$ cat src/rtl/ram_arb_pkg.sv
// Shared types for the two-requester RAM read arbiter: requester IDs,
// round-robin pointer encoding and the read tag carried alongside each RAM read.
package ram_arb_pkg;

  typedef logic req_id_t;

  localparam req_id_t REQ_ID0 = 1'b0;
  localparam req_id_t REQ_ID1 = 1'b1;

  // Forwarded data is held at this width; instances must use DATA_W <= TAG_DATA_W.
  localparam int TAG_DATA_W = 64;

  typedef enum logic {
    PTR_REQ0 = 1'b0,
    PTR_REQ1 = 1'b1
  } rr_ptr_t;

  typedef struct packed {
    logic                  valid;
    req_id_t               id;
    logic                  fwd;
    logic [TAG_DATA_W-1:0] fwd_data;
  } tag_t;

endpackage

$ cat src/rtl/ram_rd_arbiter_rr_arb2.sv
// 2-way round-robin arbiter: combinational grants, 1-bit pointer that moves to
// the non-granted requester after every issue. Grants are held low in reset.
module rr_arb2
  import ram_arb_pkg::*;
(
  input  logic    clka,
  input  logic    rst_n,
  input  logic    req0,
  input  logic    req1,
  output logic    gnt0,
  output logic    gnt1,
  output rr_ptr_t ptr
);

  rr_ptr_t ptr_q;
  rr_ptr_t ptr_d;

  always_ff @(posedge clka or negedge rst_n) begin
    if (!rst_n) begin
      ptr_q <= PTR_REQ0;
    end else begin
      ptr_q <= ptr_d;
    end
  end

  always_comb begin
    gnt0  = 1'b0;
    gnt1  = 1'b0;
    ptr_d = ptr_q;
    if (rst_n) begin
      if (req0 && (!req1 || ptr_q == PTR_REQ0)) begin
        gnt0 = 1'b1;
      end else if (req1) begin
        gnt1 = 1'b1;
      end
    end
    if (gnt0) begin
      ptr_d = PTR_REQ1;
    end else if (gnt1) begin
      ptr_d = PTR_REQ0;
    end
  end

  assign ptr = ptr_q;

endmodule

$ cat src/rtl/ram_rd_arbiter.sv
// Two-requester read arbiter in front of a simple dual-port RAM with RD_LAT
// read latency. Optional write-to-read forwarding: RAM_RD_ARB_WR_FWD_EN.
module ram_rd_arbiter
  import ram_arb_pkg::*;
#(
  parameter int ADDR_W = 9,
  parameter int DATA_W = 64,
  parameter int RD_LAT = 2
) (
  input  logic              clka,
  input  logic              rst_n,
  input  logic              req0,
  input  logic [ADDR_W-1:0] addr0,
  input  logic              req1,
  input  logic [ADDR_W-1:0] addr1,
  output logic              gnt0,
  output logic              gnt1,
  output logic              rvalid0,
  output logic              rvalid1,
  output logic [DATA_W-1:0] rdata,
  input  logic              wr_en,
  input  logic [ADDR_W-1:0] wr_addr,
  input  logic [DATA_W-1:0] wr_data,
  output logic              wea,
  output logic [ADDR_W-1:0] addra,
  output logic [DATA_W-1:0] dina,
  output logic              enb,
  output logic [ADDR_W-1:0] addrb,
  output logic              regceb,
  output logic              rstb,
  input  logic [DATA_W-1:0] doutb,
  output logic              rr_ptr
);

  rr_ptr_t ptr;
  tag_t    new_tag;
  tag_t    tag_q [RD_LAT];
  tag_t    tag_out;

  rr_arb2 u_rr_arb2 (
    .clka  (clka),
    .rst_n (rst_n),
    .req0  (req0),
    .req1  (req1),
    .gnt0  (gnt0),
    .gnt1  (gnt1),
    .ptr   (ptr)
  );

  assign rr_ptr = ptr;

  assign wea   = wr_en;
  assign addra = wr_addr;
  assign dina  = wr_data;

  assign enb    = (gnt0 & req0) | (gnt1 & req1);
  assign regceb = (RD_LAT == 2);
  assign rstb   = 1'b0;

  always_comb begin
    addrb = '0;
    if (gnt0 && req0) begin
      addrb = addr0;
    end else if (gnt1 && req1) begin
      addrb = addr1;
    end
  end

  always_comb begin
    new_tag       = '0;
    new_tag.valid = enb;
    new_tag.id    = gnt1 ? REQ_ID1 : REQ_ID0;
`ifdef RAM_RD_ARB_WR_FWD_EN
    // The RAM returns old data on a same-edge collision, so capture the write here.
    new_tag.fwd      = enb && wr_en && (wr_addr == addrb);
    new_tag.fwd_data = TAG_DATA_W'(wr_data);
`else
    // Forwarding fields stay constant zero, so no forwarding state is kept.
    new_tag.fwd      = 1'b0;
    new_tag.fwd_data = '0;
`endif
  end

  always_ff @(posedge clka or negedge rst_n) begin
    if (!rst_n) begin
      for (int i = 0; i < RD_LAT; i++) begin
        tag_q[i] <= '0;
      end
    end else begin
      tag_q[0] <= new_tag;
      for (int i = 1; i < RD_LAT; i++) begin
        tag_q[i] <= tag_q[i-1];
      end
    end
  end

  assign tag_out = tag_q[RD_LAT-1];
  assign rvalid0 = tag_out.valid && (tag_out.id == REQ_ID0);
  assign rvalid1 = tag_out.valid && (tag_out.id == REQ_ID1);
  assign rdata   = tag_out.fwd ? DATA_W'(tag_out.fwd_data) : doutb;

endmodule

$ cat config.mk
export PLATFORM = sky130hd
export DESIGN_NAME = ram_rd_arbiter
export DESIGN_NICKNAME = d
export VERILOG_FILES = /design/src/rtl/ram_arb_pkg.sv /design/src/rtl/ram_rd_arbiter_rr_arb2.sv /design/src/rtl/ram_rd_arbiter.sv
export SDC_FILE = /design/constraint.sdc
export NUM_CORES = 1
export LEC_CHECK = 0
export CAP_MARGIN = 20
export CORE_AREA = 2 2 122 124
export DETAILED_ROUTE_END_ITERATION = 10
export DIE_AREA = 0 0 124 126
export PLACE_DENSITY_LB_ADDON = 0.05
export SLEW_MARGIN = 20
export SYNTH_ARGS = -nofsm -noshare
export SYNTH_HDL_FRONTEND = slang
export SYNTH_SLANG_ARGS = --single-unit
$ cat constraint.sdc
create_clock -name clka -period 0.86 [get_ports clka]
set_input_delay 0.086 -clock clka [delete_from_list [all_inputs] [get_ports clka]]
set_output_delay 0.086 -clock clka [all_outputs]
set_load 0.05 [all_outputs]
==> results.toml, run 1 <==
[global_route]
grt_max_degree = 11
grt_use_met3_pct = 3.49
use_met2_pct = 8.11
grt_first_pass_wirelength_mm = 6.00
grt_pass1_vias = 876
grt_overflow = 0
use_met1_pct = 4.88
grt_busiest_layer = "met2"
grt_antenna_before_repair = 0
gr-usage-all-layers_pct = 5.32

[flow_run]
maxCapViolCount = 0

[synthesis]
yosysTopAreaCell = "buf_4"
synth_warnings = 0
syn_nets = 350
async_flop_share_pct = 100
synth_cell_types = 14
synth_most_common_cell = "buf_4"
synth_edf_count = 0
netlist_area_mm2 = 0.00150
yosys-top-cells-area = "buf_4 (70%), o32ai_2 (9.8%), dfrtp_1 (8.4%)"
syn_avg_cell_area_um2 = 7.87
seq_area_frac_synth_pct = 8.37
ys_top_cells_by_count = "buf_4 (140), nand2_1 (19), o32ai_2 (9)"
synth_top_flop_cell = "dfrtp_1"
netlist.area_leader.share_pct = 70.3
synthCells = 190
ys_ff_latch = 5

[layout]
drive_gt1_share_pct = 57.7
multi_input_area_um2 = 442
nets = 265
synthToLayoutAreaGrowth_pct = 11.0
final_util_pct = 11.6
seqCellArea_um2 = 126
n_fill_cell = 1643
num_antenna_cells = 0
fin_area_mm2 = 0.00166

[sta]
setup_viol = 16
post-route-period-util_pct = 169
rsz0062_at_grt = "true"
skew_ns = 0.00224
fmax_mhz = 690
setup-tns-final_ns = -7.33
period_needed_ns = 1.45
hold_violations = 0
slew_violations = 0
fin_ws_ns = -0.590

[clock_network]
cts.sinks = 5
clk_path_buf_depth = 2
clk_latency_ns = 0.22
cts_tree = "yes"
numCtsBuffers = 3
cts.reportedPaths.clkPinSlew_ns = 0.03
cts_root_buf = "clkbuf_16"
htree_levels = 1

[placed_design]
dp_slack_ns = -0.617
gp_congestion = 0.593
detailed_place_hpwl_mm = 3.59
placed_cell_area_mm2 = 0.00147
io_buffers = 36

[worst_setup_path]
worst_setup_path_end_kind = "output pin"
arrival_ns = 1.36
required_ns = 0.77
worstSetupPathType = "reg -> out"
path_max_fanout = 6
start_kind = "register"

[floorplanning]
initial_core_util_pct = 10.4
design.core.area_mm2 = 0.0143
dieArea_mm2 = 0.0156
core.rowCount = 44
fp.dieH_um = 126
ios = 315
die_x_um = 124

[pwr]
p_leak_nw = 0.584
pwr_density_cell_mw_per_mm2 = 1340
ir_drop_mv = 0.446
finalPower_w = 0.00222

[routing]
detail_route.wl_per_cell_um = 15.1
routed_wl_mm = 4.36
dr.pass1.iters = 2
drt_iter0_drc = 4
ant_nets = 0
vias_per_cell = 2.57
drc_errors = 0
vias = 739

[outcome]
outcome = "finished with violations"
violations = "setup timing"

[min_path]
hold_path_class = "in -> async"
where the power goes:
part / switching, W / internal, W / total (W)
Combinational: 0.000556 / 0.000625 / 0.00118
Clock: 0.000142 / 0.000613 / 0.000755
Sequential: 0.0000227 / 0.000260 / 0.000283
Total: 0.000721 / 0.00150 / 0.00222
cell usage in the layout (no fill, tap or decap), types with 2 or more instances in the layout:
cell and count:
nor2b_4 2, buf_6 3, clkdlybuf4s50_1 18, nor2_4 4, o32ai_4 9, buf_4 8, buf_12 21, dfrtp_1 4
nand2_1 19, clkbuf_16 3, conb_1 2
critical path, cell delays in order, from the launching register on:
cell and delay, ns:
dfrtp_2 0.43, a21bo_4 0.25, buf_12 0.15, o32ai_4 0.13, buf_12 0.18
stage by stage:
stage	hold slack [ns]	cells
6_report	0.0292	288
5_1_grt	0.0646	288
4_1_cts	0.0471	287
3_5_place_dp	0.172	279
3_3_place_gp	0.172	279
2_1_floorplan	-0.210	190
logic make-up (layout without fill, tap and decap cells):
group,after synthesis,count (layout),synth area share [%]
buf+inv,146,60,73.0
simple gates,26,26,7.03
flops,5,5,8.37
other cells,2,2,0.502
compound gates,11,11,11.1
path summary, 6_finish.rpt:
check / startpoint / cells past startpoint / slack, ns / end
min: rst_n / 4 / 0.03 / u_rr_arb2.ptr$_DFFE_PN0P_
max reg2reg: u_rr_arb2.ptr$_DFFE_PN0P_ / 4 / -0.24 / u_rr_arb2.ptr$_DFFE_PN0P_
min reg2reg: tag_q[132]$_DFF_PN0_ / 0 / 0.34 / tag_out[65]$_DFF_PN0_
min in group clka: wr_data[18] / 0 / 0.17 / dina[18]
max: u_rr_arb2.ptr$_DFFE_PN0P_ / 4 / -0.59 / addrb[7]
max in group asynchronous: rst_n / 4 / 0.71 / u_rr_arb2.ptr$_DFFE_PN0P_
repair_timing:
action,4_1_cts,5_1_grt
cloned,2,0
gates resized for setup,22,1
hold buffers,0,0
setup endpoints to repair,18,16
hold endpoints to repair,0,0
pin swaps,8,0
buffers inserted,2,1
metal layers:
metal | part of all wire (%) | vias up
met1 | 31 | 329
met2 | 46 | 92
met4 | 7.2 | 0
li1 | - | 282
met5 | 0 | -
met3 | 15 | 36
flip-flops by register name, summed over array words and instances (netlist names):
register       count
u_rr_arb2.ptr      1
tag_q              2
tag_out            2
cell type report:
cell class,instances,share of cell area [%]
Inverter,2,0.679
Sequential cell,5,7.62
Tap cell,184,13.9
Clock buffer,4,4.75
Timing Repair Buffer,54,46.5
Multi-Input combinational cell,39,26.6
(Power assumes the default switching activity.)
==> run 2: changes to the inputs <==
--- a/config.mk
+++ b/config.mk
@@ -6,9 +6,13 @@
 export NUM_CORES = 1
 export LEC_CHECK = 0
 export CAP_MARGIN = 20
-export CORE_AREA = 2 2 122 124
+export CELL_PAD_IN_SITES_DETAIL_PLACEMENT = 1
+export CELL_PAD_IN_SITES_GLOBAL_PLACEMENT = 2
+export CORE_ASPECT_RATIO = 1.4
+export CORE_MARGIN = 2
+export CORE_UTILIZATION = 10
+export CTS_BUF_LIST = sky130_fd_sc_hd__clkbuf_2
 export DETAILED_ROUTE_END_ITERATION = 10
-export DIE_AREA = 0 0 124 126
 export PLACE_DENSITY_LB_ADDON = 0.05
 export SLEW_MARGIN = 20
 export SYNTH_ARGS = -nofsm -noshare
==> run 2 against run 1 <==
Against the previous run:
- the flow still finishes with violations (setup timing)
- largest cell class unchanged
- setup slack worse by 0.0042 ns
- register-to-register slack lost 0.02 ns
- critical path depth unchanged
- clock skew increased by 0.0011 ns
- highest routed layer unchanged
- wire length decreased by 4.4%
- flip-flop and latch count is the same
- critical path type unchanged
- clock-buffer cell count decreased by 1
- core utilization fell by 0.73 points
- global-route usage decreased by 0.29 points
- die area up 2.2%
- non-clock buffer count stayed put
- via count rose by 8.3%
==> results.toml, run 2 (synthesized netlist as in run 1, its figures left out) <==
[floorplanning]
dieArea_mm2 = 0.0160
fp.dieH_um = 149
initial_core_util_pct = 10.3
design.core.area_mm2 = 0.0146
ios = 315
die_x_um = 107
core.rowCount = 52

[worst_setup_path]
worst_setup_path_end_kind = "output pin"
startpoint = "u_rr_arb2.ptr$_DFFE_PN0P_"
cp_common_cell = "buf_12"
crit_end = "addrb[3]"
required_ns = 0.77
path_buf_inv = 2
worst_r2r_path_depth = 4
max_stage_delay_ns = 0.45
worstSetupPathType = "reg -> out"
crit-reg2reg-capture = "u_rr_arb2.ptr$_DFFE_PN0P_"
start_kind = "register"
slowest_stage = "dfrtp_2"
worst-r2r-setup-slack_ns = -0.26
path_max_fanout = 7
path_delay_family = "flip-flops"
r2r_start = "u_rr_arb2.ptr$_DFFE_PN0P_"
arrival_ns = 1.37
cp_num_cells = 4
worstPathCellList = "a21bo_4, buf_12, o32ai_4, buf_12"

[layout]
synthToLayoutAreaGrowth_pct = 5.86
drive_gt1_share_pct = 56.7
nets = 265
layout_common_cells = "nand2_1 (19), buf_12 (19), clkdlybuf4s50_1 (18)"
seqCellArea_um2 = 126
fin_area_mm2 = 0.00158
multi_input_area_um2 = 434
final_cells = 294
n_fill_cell = 1722

[clock_network]
clk_path_buf_depth = 2
cts.reportedPaths.clkPinSlew_ns = 0.07
numCtsBuffers = 3
cts_tree = "yes"
cts.sinks = 5
htree_levels = 1
clk_latency_ns = 0.22
cts_root_buf = "clkbuf_2"

[routing]
drt_iter0_drc = 7
vias_per_cell = 2.72
drc_errors = 0
routed_wl_mm = 4.17
detail_route.wl_per_cell_um = 14.2
dr.pass1.iters = 4
vias = 800
ant_nets = 0

[global_route]
grt_antenna_before_repair = 0
grt_first_pass_wirelength_mm = 5.89
gr-usage-all-layers_pct = 5.03
grt_pass1_vias = 978
grt_max_degree = 12
grt_overflow = 0

[pwr]
p_leak_nw = 0.545
ir_drop_mv = 0.222
pwr_density_cell_mw_per_mm2 = 1050
finalPower_w = 0.00166

[sta]
setup_viol = 16
hold_violations = 0
slew_violations = 0
skew_ns = 0.00339
post-route-period-util_pct = 169
period_needed_ns = 1.45
rsz0062_at_grt = "true"
fin_ws_ns = -0.594
setup-tns-final_ns = -7.29
fmax_mhz = 688

[min_path]
hold_path_class = "in -> out"

[placed_design]
gp_congestion = 0.584
place_inst = 283
detailed_place_hpwl_mm = 3.27
placed_cell_area_mm2 = 0.00143
io_buffers = 36

[outcome]
outcome = "finished with violations"
violations = "setup timing"

[flow_run]
maxCapViolCount = 0
-- run 2: metrics by stage --
step | hold WS, ns | utilization [%] | worst slack (ns)
final | 0.172 | 10.9 | -0.594
after global routing | 0.172 | 10.8 | -0.642
after CTS | 0.172 | 10.5 | -0.623
after detailed placement | 0.172 | 9.79 | -0.618
after global placement | 0.172 | 9.79 | -0.618
after floorplan | -0.210 | - | -0.499
-- run 2: final cells by class --
type	count	area share, %
Tap cell	189	14.9
Antenna cell	1	0.158
Sequential cell	5	7.98
Clock buffer	3	0.949
Inverter	2	0.870
Timing Repair Buffer	54	47.4
Clock inverter	1	0.316
Multi-Input combinational cell	39	27.4
-- run 2: power breakdown --
part	switching, W	total, W	internal [W]
clock	0.000114	0.000220	0.000105
combinational	0.000564	0.00116	0.000596
sequential	0.0000218	0.000280	0.000258
-- run 2: worst min path at each step --
stage	startpoint	endpoint	slack, ns	depth (start not counted)
2_1_floorplan	rst_n	tag_out[65]$_DFF_PN0_	-0.21	0
3_3_place_gp	wr_addr[2]	addra[2]	0.17	0
3_5_place_dp	wr_addr[2]	addra[2]	0.17	0
4_1_cts	wr_addr[2]	addra[2]	0.17	0
5_1_grt	doutb[54]	rdata[54]	0.17	0
6_report	wr_addr[6]	addra[6]	0.17	0
-- run 2: layer usage --
metal | track usage [%] | vias to the layer above | wire length (µm) | share of wire [%]
li1 | - | 284 | - | -
met1 | 4.80 | 340 | 1460 | 35
met2 | 6.87 | 128 | 1680 | 40
met3 | 3.99 | 48 | 740 | 18
met4 | 4.36 | 0 | 287 | 6.9
met5 | 0 | - | 0 | 0
-- run 2: timing repair --
item,CTS,global route
resized for setup,22,5
setup endpoints to repair,18,17
buffers inserted,3,1
endpoints found under the hold margin,5,0
gates cloned,1,1
pin swaps,6,2
hold buffers,1,0
-- run 2: worst reg2reg max path, cell delays in order, from the launching register on --
cell and delay [ns]:
dfrtp_2 0.45, buf_4 0.15, buf_6 0.10, buf_6 0.11, a22o_2 0.21
